### src/rtl/mem_port_arbiter_if.sv
// rtl/mem_port_arbiter_if.sv - request/done memory handshake shared by caches, arbiter and memory
interface mem_port_arbiter_if #(
  parameter int ADDR_W = 32
);
  logic [1:0]        rw_flag;
  logic [ADDR_W-1:0] addr;
  logic [31:0]       w_data;
  logic [3:0]        w_mask;
  logic [31:0]       r_data;
  logic              busy;
  logic              done;

  modport master (output rw_flag, addr, w_data, w_mask, input r_data, busy, done);
  modport slave  (input rw_flag, addr, w_data, w_mask, output r_data, busy, done);
endinterface

### src/rtl/mem_port_arbiter.sv
// rtl/mem_port_arbiter.sv - two-port arbiter in front of a single-outstanding memory port
module mem_port_arbiter #(
  parameter int PRIORITY_MODE = 0,
  parameter int ADDR_W        = 32
) (
  input  logic               clk,
  input  logic               rst,
  mem_port_arbiter_if.slave  p0,
  mem_port_arbiter_if.slave  p1,
  mem_port_arbiter_if.master mem,
  output logic               overflow_o
);
  typedef enum logic [1:0] {IDLE, ISSUE, WAIT} state_e;

  state_e            state_q, state_d;
  logic [1:0]        buf_vld_q, buf_vld_d;
  logic [1:0]        buf_flag_q  [2];
  logic [1:0]        buf_flag_d  [2];
  logic [ADDR_W-1:0] buf_addr_q  [2];
  logic [ADDR_W-1:0] buf_addr_d  [2];
  logic [31:0]       buf_wdata_q [2];
  logic [31:0]       buf_wdata_d [2];
  logic [3:0]        buf_wmask_q [2];
  logic [3:0]        buf_wmask_d [2];
  logic              owner_q, owner_d;
  logic              rr_last_q, rr_last_d;
  logic [1:0]        mem_flag_q, mem_flag_d;
  logic [ADDR_W-1:0] mem_addr_q, mem_addr_d;
  logic [31:0]       mem_wdata_q, mem_wdata_d;
  logic [3:0]        mem_wmask_q, mem_wmask_d;
  logic              overflow_q, overflow_d;

  logic [1:0]        req_flag  [2];
  logic [ADDR_W-1:0] req_addr  [2];
  logic [31:0]       req_wdata [2];
  logic [3:0]        req_wmask [2];
  logic [1:0]        done_vec;
  logic              winner;

  assign req_flag[0]  = p0.rw_flag;
  assign req_flag[1]  = p1.rw_flag;
  assign req_addr[0]  = p0.addr;
  assign req_addr[1]  = p1.addr;
  assign req_wdata[0] = p0.w_data;
  assign req_wdata[1] = p1.w_data;
  assign req_wmask[0] = p0.w_mask;
  assign req_wmask[1] = p1.w_mask;

  always_comb begin
    done_vec = 2'b00;
    if (state_q == WAIT && mem.done) done_vec[owner_q] = 1'b1;

    if (PRIORITY_MODE == 1)  winner = buf_vld_q[0] ? 1'b0 : 1'b1;
    else if (&buf_vld_q)     winner = ~rr_last_q;
    else                     winner = buf_vld_q[0] ? 1'b0 : 1'b1;
  end

  always_comb begin
    state_d     = state_q;
    buf_vld_d   = buf_vld_q;
    buf_flag_d  = buf_flag_q;
    buf_addr_d  = buf_addr_q;
    buf_wdata_d = buf_wdata_q;
    buf_wmask_d = buf_wmask_q;
    owner_d     = owner_q;
    rr_last_d   = rr_last_q;
    mem_flag_d  = 2'b00;
    mem_addr_d  = mem_addr_q;
    mem_wdata_d = mem_wdata_q;
    mem_wmask_d = mem_wmask_q;
    overflow_d  = overflow_q;

    case (state_q)
      IDLE: begin
        if (mem.done) overflow_d = 1'b1;
        if ((|buf_vld_q) && !mem.busy) begin
          owner_d     = winner;
          mem_flag_d  = buf_flag_q[winner];
          mem_addr_d  = buf_addr_q[winner];
          mem_wdata_d = buf_wdata_q[winner];
          mem_wmask_d = buf_wmask_q[winner];
          state_d     = ISSUE;
        end
      end
      ISSUE: begin
        if (mem.done) overflow_d = 1'b1;
        state_d = WAIT;
      end
      WAIT: begin
        if (mem.done) begin
          buf_vld_d[owner_q] = 1'b0;
          rr_last_d          = owner_q;
          state_d            = IDLE;
        end
      end
      default: state_d = IDLE;
    endcase

    // Capture runs after the done clear so a follow-up issued in the done cycle lands.
    for (int n = 0; n < 2; n++) begin
      if (req_flag[n] != 2'b00) begin
        if (!buf_vld_q[n] || done_vec[n]) begin
          buf_vld_d[n]   = 1'b1;
          buf_flag_d[n]  = req_flag[n];
          buf_addr_d[n]  = req_addr[n];
          buf_wdata_d[n] = req_wdata[n];
          buf_wmask_d[n] = req_wmask[n];
        end else begin
          overflow_d = 1'b1;
        end
      end
    end
  end

  always_ff @(posedge clk or negedge rst) begin
    if (!rst) begin
      state_q     <= IDLE;
      buf_vld_q   <= 2'b00;
      owner_q     <= 1'b0;
      rr_last_q   <= 1'b1;
      mem_flag_q  <= 2'b00;
      mem_addr_q  <= '0;
      mem_wdata_q <= '0;
      mem_wmask_q <= '0;
      overflow_q  <= 1'b0;
      for (int n = 0; n < 2; n++) begin
        buf_flag_q[n]  <= '0;
        buf_addr_q[n]  <= '0;
        buf_wdata_q[n] <= '0;
        buf_wmask_q[n] <= '0;
      end
    end else begin
      state_q     <= state_d;
      buf_vld_q   <= buf_vld_d;
      owner_q     <= owner_d;
      rr_last_q   <= rr_last_d;
      mem_flag_q  <= mem_flag_d;
      mem_addr_q  <= mem_addr_d;
      mem_wdata_q <= mem_wdata_d;
      mem_wmask_q <= mem_wmask_d;
      overflow_q  <= overflow_d;
      for (int n = 0; n < 2; n++) begin
        buf_flag_q[n]  <= buf_flag_d[n];
        buf_addr_q[n]  <= buf_addr_d[n];
        buf_wdata_q[n] <= buf_wdata_d[n];
        buf_wmask_q[n] <= buf_wmask_d[n];
      end
    end
  end

  assign mem.rw_flag = mem_flag_q;
  assign mem.addr    = mem_addr_q;
  assign mem.w_data  = mem_wdata_q;
  assign mem.w_mask  = mem_wmask_q;
  assign overflow_o  = overflow_q;

  assign p0.busy   = buf_vld_q[0];
  assign p1.busy   = buf_vld_q[1];
  assign p0.done   = done_vec[0];
  assign p1.done   = done_vec[1];
  assign p0.r_data = done_vec[0] ? mem.r_data : 32'h0;
  assign p1.r_data = done_vec[1] ? mem.r_data : 32'h0;
endmodule
### src/flat_wrapper.sv
// flat-port wrapper written by rule: the top's interface ports become plain ports
module mem_port_arbiter_flat 
#(
  parameter int PRIORITY_MODE = 0,
  parameter int ADDR_W        = 32
)
  (clk, rst, overflow_o, p0_rw_flag, p0_addr, p0_w_data, p0_w_mask, p0_r_data, p0_busy, p0_done, p1_rw_flag, p1_addr, p1_w_data, p1_w_mask, p1_r_data, p1_busy, p1_done, mem_rw_flag, mem_addr, mem_w_data, mem_w_mask, mem_r_data, mem_busy, mem_done);
  mem_port_arbiter_if #(.ADDR_W(ADDR_W)) p0_i ();
  mem_port_arbiter_if #(.ADDR_W(ADDR_W)) p1_i ();
  mem_port_arbiter_if #(.ADDR_W(ADDR_W)) mem_i ();
  input  logic clk;
  input  logic rst;
  output logic overflow_o;
  input wire logic [$bits(p0_i.rw_flag)-1:0] p0_rw_flag;
  input wire logic [$bits(p0_i.addr)-1:0] p0_addr;
  input wire logic [$bits(p0_i.w_data)-1:0] p0_w_data;
  input wire logic [$bits(p0_i.w_mask)-1:0] p0_w_mask;
  output wire logic [$bits(p0_i.r_data)-1:0] p0_r_data;
  output wire logic [$bits(p0_i.busy)-1:0] p0_busy;
  output wire logic [$bits(p0_i.done)-1:0] p0_done;
  input wire logic [$bits(p1_i.rw_flag)-1:0] p1_rw_flag;
  input wire logic [$bits(p1_i.addr)-1:0] p1_addr;
  input wire logic [$bits(p1_i.w_data)-1:0] p1_w_data;
  input wire logic [$bits(p1_i.w_mask)-1:0] p1_w_mask;
  output wire logic [$bits(p1_i.r_data)-1:0] p1_r_data;
  output wire logic [$bits(p1_i.busy)-1:0] p1_busy;
  output wire logic [$bits(p1_i.done)-1:0] p1_done;
  output wire logic [$bits(mem_i.rw_flag)-1:0] mem_rw_flag;
  output wire logic [$bits(mem_i.addr)-1:0] mem_addr;
  output wire logic [$bits(mem_i.w_data)-1:0] mem_w_data;
  output wire logic [$bits(mem_i.w_mask)-1:0] mem_w_mask;
  input wire logic [$bits(mem_i.r_data)-1:0] mem_r_data;
  input wire logic [$bits(mem_i.busy)-1:0] mem_busy;
  input wire logic [$bits(mem_i.done)-1:0] mem_done;
  assign p0_i.rw_flag = p0_rw_flag;
  assign p0_i.addr = p0_addr;
  assign p0_i.w_data = p0_w_data;
  assign p0_i.w_mask = p0_w_mask;
  assign p0_r_data = p0_i.r_data;
  assign p0_busy = p0_i.busy;
  assign p0_done = p0_i.done;
  assign p1_i.rw_flag = p1_rw_flag;
  assign p1_i.addr = p1_addr;
  assign p1_i.w_data = p1_w_data;
  assign p1_i.w_mask = p1_w_mask;
  assign p1_r_data = p1_i.r_data;
  assign p1_busy = p1_i.busy;
  assign p1_done = p1_i.done;
  assign mem_rw_flag = mem_i.rw_flag;
  assign mem_addr = mem_i.addr;
  assign mem_w_data = mem_i.w_data;
  assign mem_w_mask = mem_i.w_mask;
  assign mem_i.r_data = mem_r_data;
  assign mem_i.busy = mem_busy;
  assign mem_i.done = mem_done;
  mem_port_arbiter #(.PRIORITY_MODE(PRIORITY_MODE), .ADDR_W(ADDR_W)) u_core (.clk(clk), .rst(rst), .p0(p0_i), .p1(p1_i), .mem(mem_i), .overflow_o(overflow_o));
endmodule
### config.mk
export PLATFORM = sky130hd
export DESIGN_NAME = mem_port_arbiter_flat
export DESIGN_NICKNAME = d
export VERILOG_FILES = /design/src/rtl/mem_port_arbiter_if.sv /design/src/rtl/mem_port_arbiter.sv /design/src/flat_wrapper.sv
export SDC_FILE = /design/constraint.sdc
export NUM_CORES = 1
export LEC_CHECK = 0
export ABC_AREA = 1
export CAP_MARGIN = 20
export CORE_MARGIN = 5
export CORE_UTILIZATION = 40
export CTS_BUF_LIST = sky130_fd_sc_hd__clkbuf_8
export CTS_CLUSTER_SIZE = 20
export DETAILED_ROUTE_END_ITERATION = 10
export GPL_ROUTABILITY_DRIVEN = 0
export PLACE_DENSITY = 0.71
export SLEW_MARGIN = 15
export SYNTH_ARGS = -nofsm -noshare
export SYNTH_HDL_FRONTEND = slang
export SYNTH_SLANG_ARGS = --single-unit
export TNS_END_PERCENT = 5
### constraint.sdc
create_clock -name clk -period 3.1 [get_ports clk]
set_input_delay 0.62 -clock clk [delete_from_list [all_inputs] [get_ports clk]]
set_output_delay 0.62 -clock clk [all_outputs]
set_load 0.1 [all_outputs]
==> flow_summary.toml <==
[routing]
wire_per_inst_um = 16.80
iteration_0_drc_markers = 553
routed-via-count = 9014
routed_via_density = 4.883
drt_pre_antenna_iters = 5
ant_nets = 0
routed_wl_um = 31010
remaining_drc_errors = 0

[synth]
synth_area_um2 = 9714
mean_post_synth_cell_area_um2 = 8.122
dominantRegCellSynth = "dfrtp_1"
count_of_yosys_warnings_during_synthesis = 0
synth-seq-area-share_pct = 55.91
synthTopCellsByArea = "dfrtp_1 56%, nand2_1 19%, nand3_1 7.2%, o211ai_1 5.3%, inv_1 4.3%"
cell_type_contributing_the_most_total_cell_area_after_synthesis = "dfrtp_1"
syn_inst = 1196
synth.most_common_cell = "nand2_1"
synth_enable_flop_cells = 0
top_cells_by_instance_count_after_synthesis = "496 x nand2_1, 216 x dfrtp_1, 139 x nand3_1"
synth.top_cell.area_share_pct = 55.64
mappedNetlistNets = 1372
async_reset_ff_share_pct = 100.0
count_of_cell_types_in_the_netlist = 19
yosys_register_bits = 217

[clock_tree]
worstSkewPairLatency_ps = 530
cts.reportedPaths.clkPinSlew_ps = 60
cts_htree_levels = 2
cts.sinks = 217
postCtsResizedCells = 0
cts_root_buffer = "clkbuf_8"
tritoncts = "yes"
post-cts-setup-buffers = 0
numCtsBuffers = 38
holdBufCountCts = 0
clock_tree.buffer_depth = 3

[pwr]
total_power_consumption_of_the_routed_design_mw = 15.42
power.static_leakage_nw = 7.438
pwr_density_cell_nw_per_um2 = 1072
vdd.ir_drop.worst_mv = 0.6500

[setup_path]
cp_cell_sequence = "clkdlybuf4s50_1, nand4_4, buf_4, nor2_1, buf_12"
critical_path.slowest_cell = "clkdlybuf4s50_1"
worst-path-max-fanout = 34
cp_required_ps = 2480
worst_path_largest_cell_delay_ps = 630
critPathKind = "in2out"
worst-endpoint-arrival_ps = 2130
cp-end-kind = "primary output"
r2r_setup_slack_ps = 1060
type_of_element_launching_the_critical_path = "input pin"

[layout]
final_net_count = 1667
multi_input_area_um2 = 3471
filler_cell_count = 2185
signed_area_change_from_the_synthesized_netlist_to_the_final_layout_pct = 48.05
footprint_of_the_flip_flops_and_latches_um2 = 5431
drive_above_1_share_pct = 14.96

[grt]
pin_count_of_the_biggest_net_entering_global_routing = 94
grt_pass1_wl_um = 50430
initial_antenna_violation_count = 5
global_route.usage.total_pct = 22.40
grt_pass1_vias = 9133
gr-total-overflow = 0

[timing]
post-route-worst-setup-slack_ps = 346.1
period_needed_ps = 2754
setup-violations-final = 0
drv_slew = 0
setup_tns_final_ps = 0
final-hold-violation-count = 0
achievable-frequency_mhz = 363.1
grt_setup_unrepaired = "false"
final.period_utilization_pct = 88.84
timing.max_slew.rel_slack_pct = 40.37
worst_slew_pin_tran_ps = 894.5
worst_clock_skew_ps = 22.93

[job]
max-cap-violations = 0

[die]
io_pins = 315
design.core.area_um2 = 24110
area_enclosed_by_the_die_boundary_um2 = 27500
floorplan.initialDensity_pct = 40.30
cell_rows = 57
floorplan.die.width_um = 165.8
die_height_um = 165.8

[outcome]
run_status = "complete, no violations"

[hold_path]
worst_hold_path_type = "in2async"

[placed_design]
place_ws_ps = 348.7
post-dp-hpwl_um = 21480
place.port_buffers = 314
[worst max-delay path: cells and delay by family]
family / cells / cell delay, ps
buf+inv: 3 / 1100
simple gates: 2 / 390
[power by group]
part / total (mW) / internal, mW / switching [mW] / leakage, nW
Sequential: 4.91 / 4.17 / 0.745 / 2.69
Clock: 2.58 / 1.44 / 1.14 / 0.432
Combinational: 7.92 / 1.99 / 5.93 / 4.32
Total: 15.4 / 7.59 / 7.82 / 7.44
[stage by stage]
| stage | utilization, % | cell area [um2] | cells | hold slack, ps |
|---|---|---|---|---|
| detailed placement | 56.45 | 13610 | 1775 | 454.6 |
| CTS | 59.61 | 14370 | 1841 | 116.8 |
| finish | 59.66 | 14380 | 1846 | 107.7 |
| global placement | 56.45 | 13610 | 1775 | 453.2 |
| floorplan | - | 9714 | 1196 | 324.4 |
| global route | 59.66 | 14380 | 1846 | 155.4 |
[cells by family (layout without fill, tap and decap cells)]
kind of cell | after synthesis | in the layout | share of synthesized area, %
AOI/OAI and AO/OA | 75 | 75 | 5.641
buffers and inverters | 191 | 512 | 8.591
DFF | 217 | 217 | 55.91
other | 0 | 5 | 0
and+or+nand+nor | 713 | 713 | 29.86
[cell type report]
class,count,share of cell area (%)
clock buffer,50,4.785
clock inverter,16,0.5133
inverter,111,2.897
tap,324,2.819
antenna,5,0.08699
multi-input combinational,788,24.13
timing repair buffer,335,27.00
sequential,217,37.76
[state kept, by name, indices dropped and copies added (netlist names)]
register            cells
u_core.buf_addr_q      64
u_core.state_q          2
u_core.buf_wmask_q      8
u_core.mem.w_mask       4
u_core.buf_vld_q        2
u_core.mem.w_data      32
u_core.buf_flag_q       4
u_core.mem.addr        32
u_core.mem.rw_flag      2
u_core.rr_last_q        1
u_core.buf_wdata_q     64
u_core.owner_q          1
u_core.overflow_o       1
[cell usage in the layout (no fill, tap or decap), drive strengths merged]
cell,netlist,routed
a21oi,2,2
buf,56,161
clkbuf,24,50
clkdlybuf4s50,0,174
clkinv,0,1
clkinvlp,0,2
dfrtp,216,216
dfstp,1,1
diode,0,5
inv,111,124
nand2,500,500
nand3,139,139
nand4,2,2
nor2,70,70
o211ai,68,68
o21ai,4,4
o21bai,1,1
or2,2,2
[path summary, 6_finish.rpt]
check / startpoint / end / cells after the start
hold / removal: rst / u_core.mem.w_data[9]$_DFFE_PN0P_ / 1
max in group asynchronous: rst / u_core.buf_wdata_q[23]$_DFFE_PN0P_ / 2
hold reg to reg: u_core.buf_wdata_q[17]$_DFFE_PN0P_ / u_core.buf_wdata_q[17]$_DFFE_PN0P_ / 2
setup reg to reg: u_core.state_q[0]$_DFFE_PN0P_ / u_core.mem.w_data[8]$_DFFE_PN0P_ / 6
setup / recovery: mem_done / p0_r_data[10] / 5
min in group clk: u_core.buf_wdata_q[17]$_DFFE_PN0P_ / u_core.buf_wdata_q[17]$_DFFE_PN0P_ / 2
[layer usage]
metal	up-vias	GRT usage [%]	share of wire, %
met5	-	0	0
met4	0	7.604	2.7
met3	59	5.237	7.3
met2	350	38.35	50
met1	4269	28.00	40
li1	4336	-	-
(Power assumes the default switching activity.)
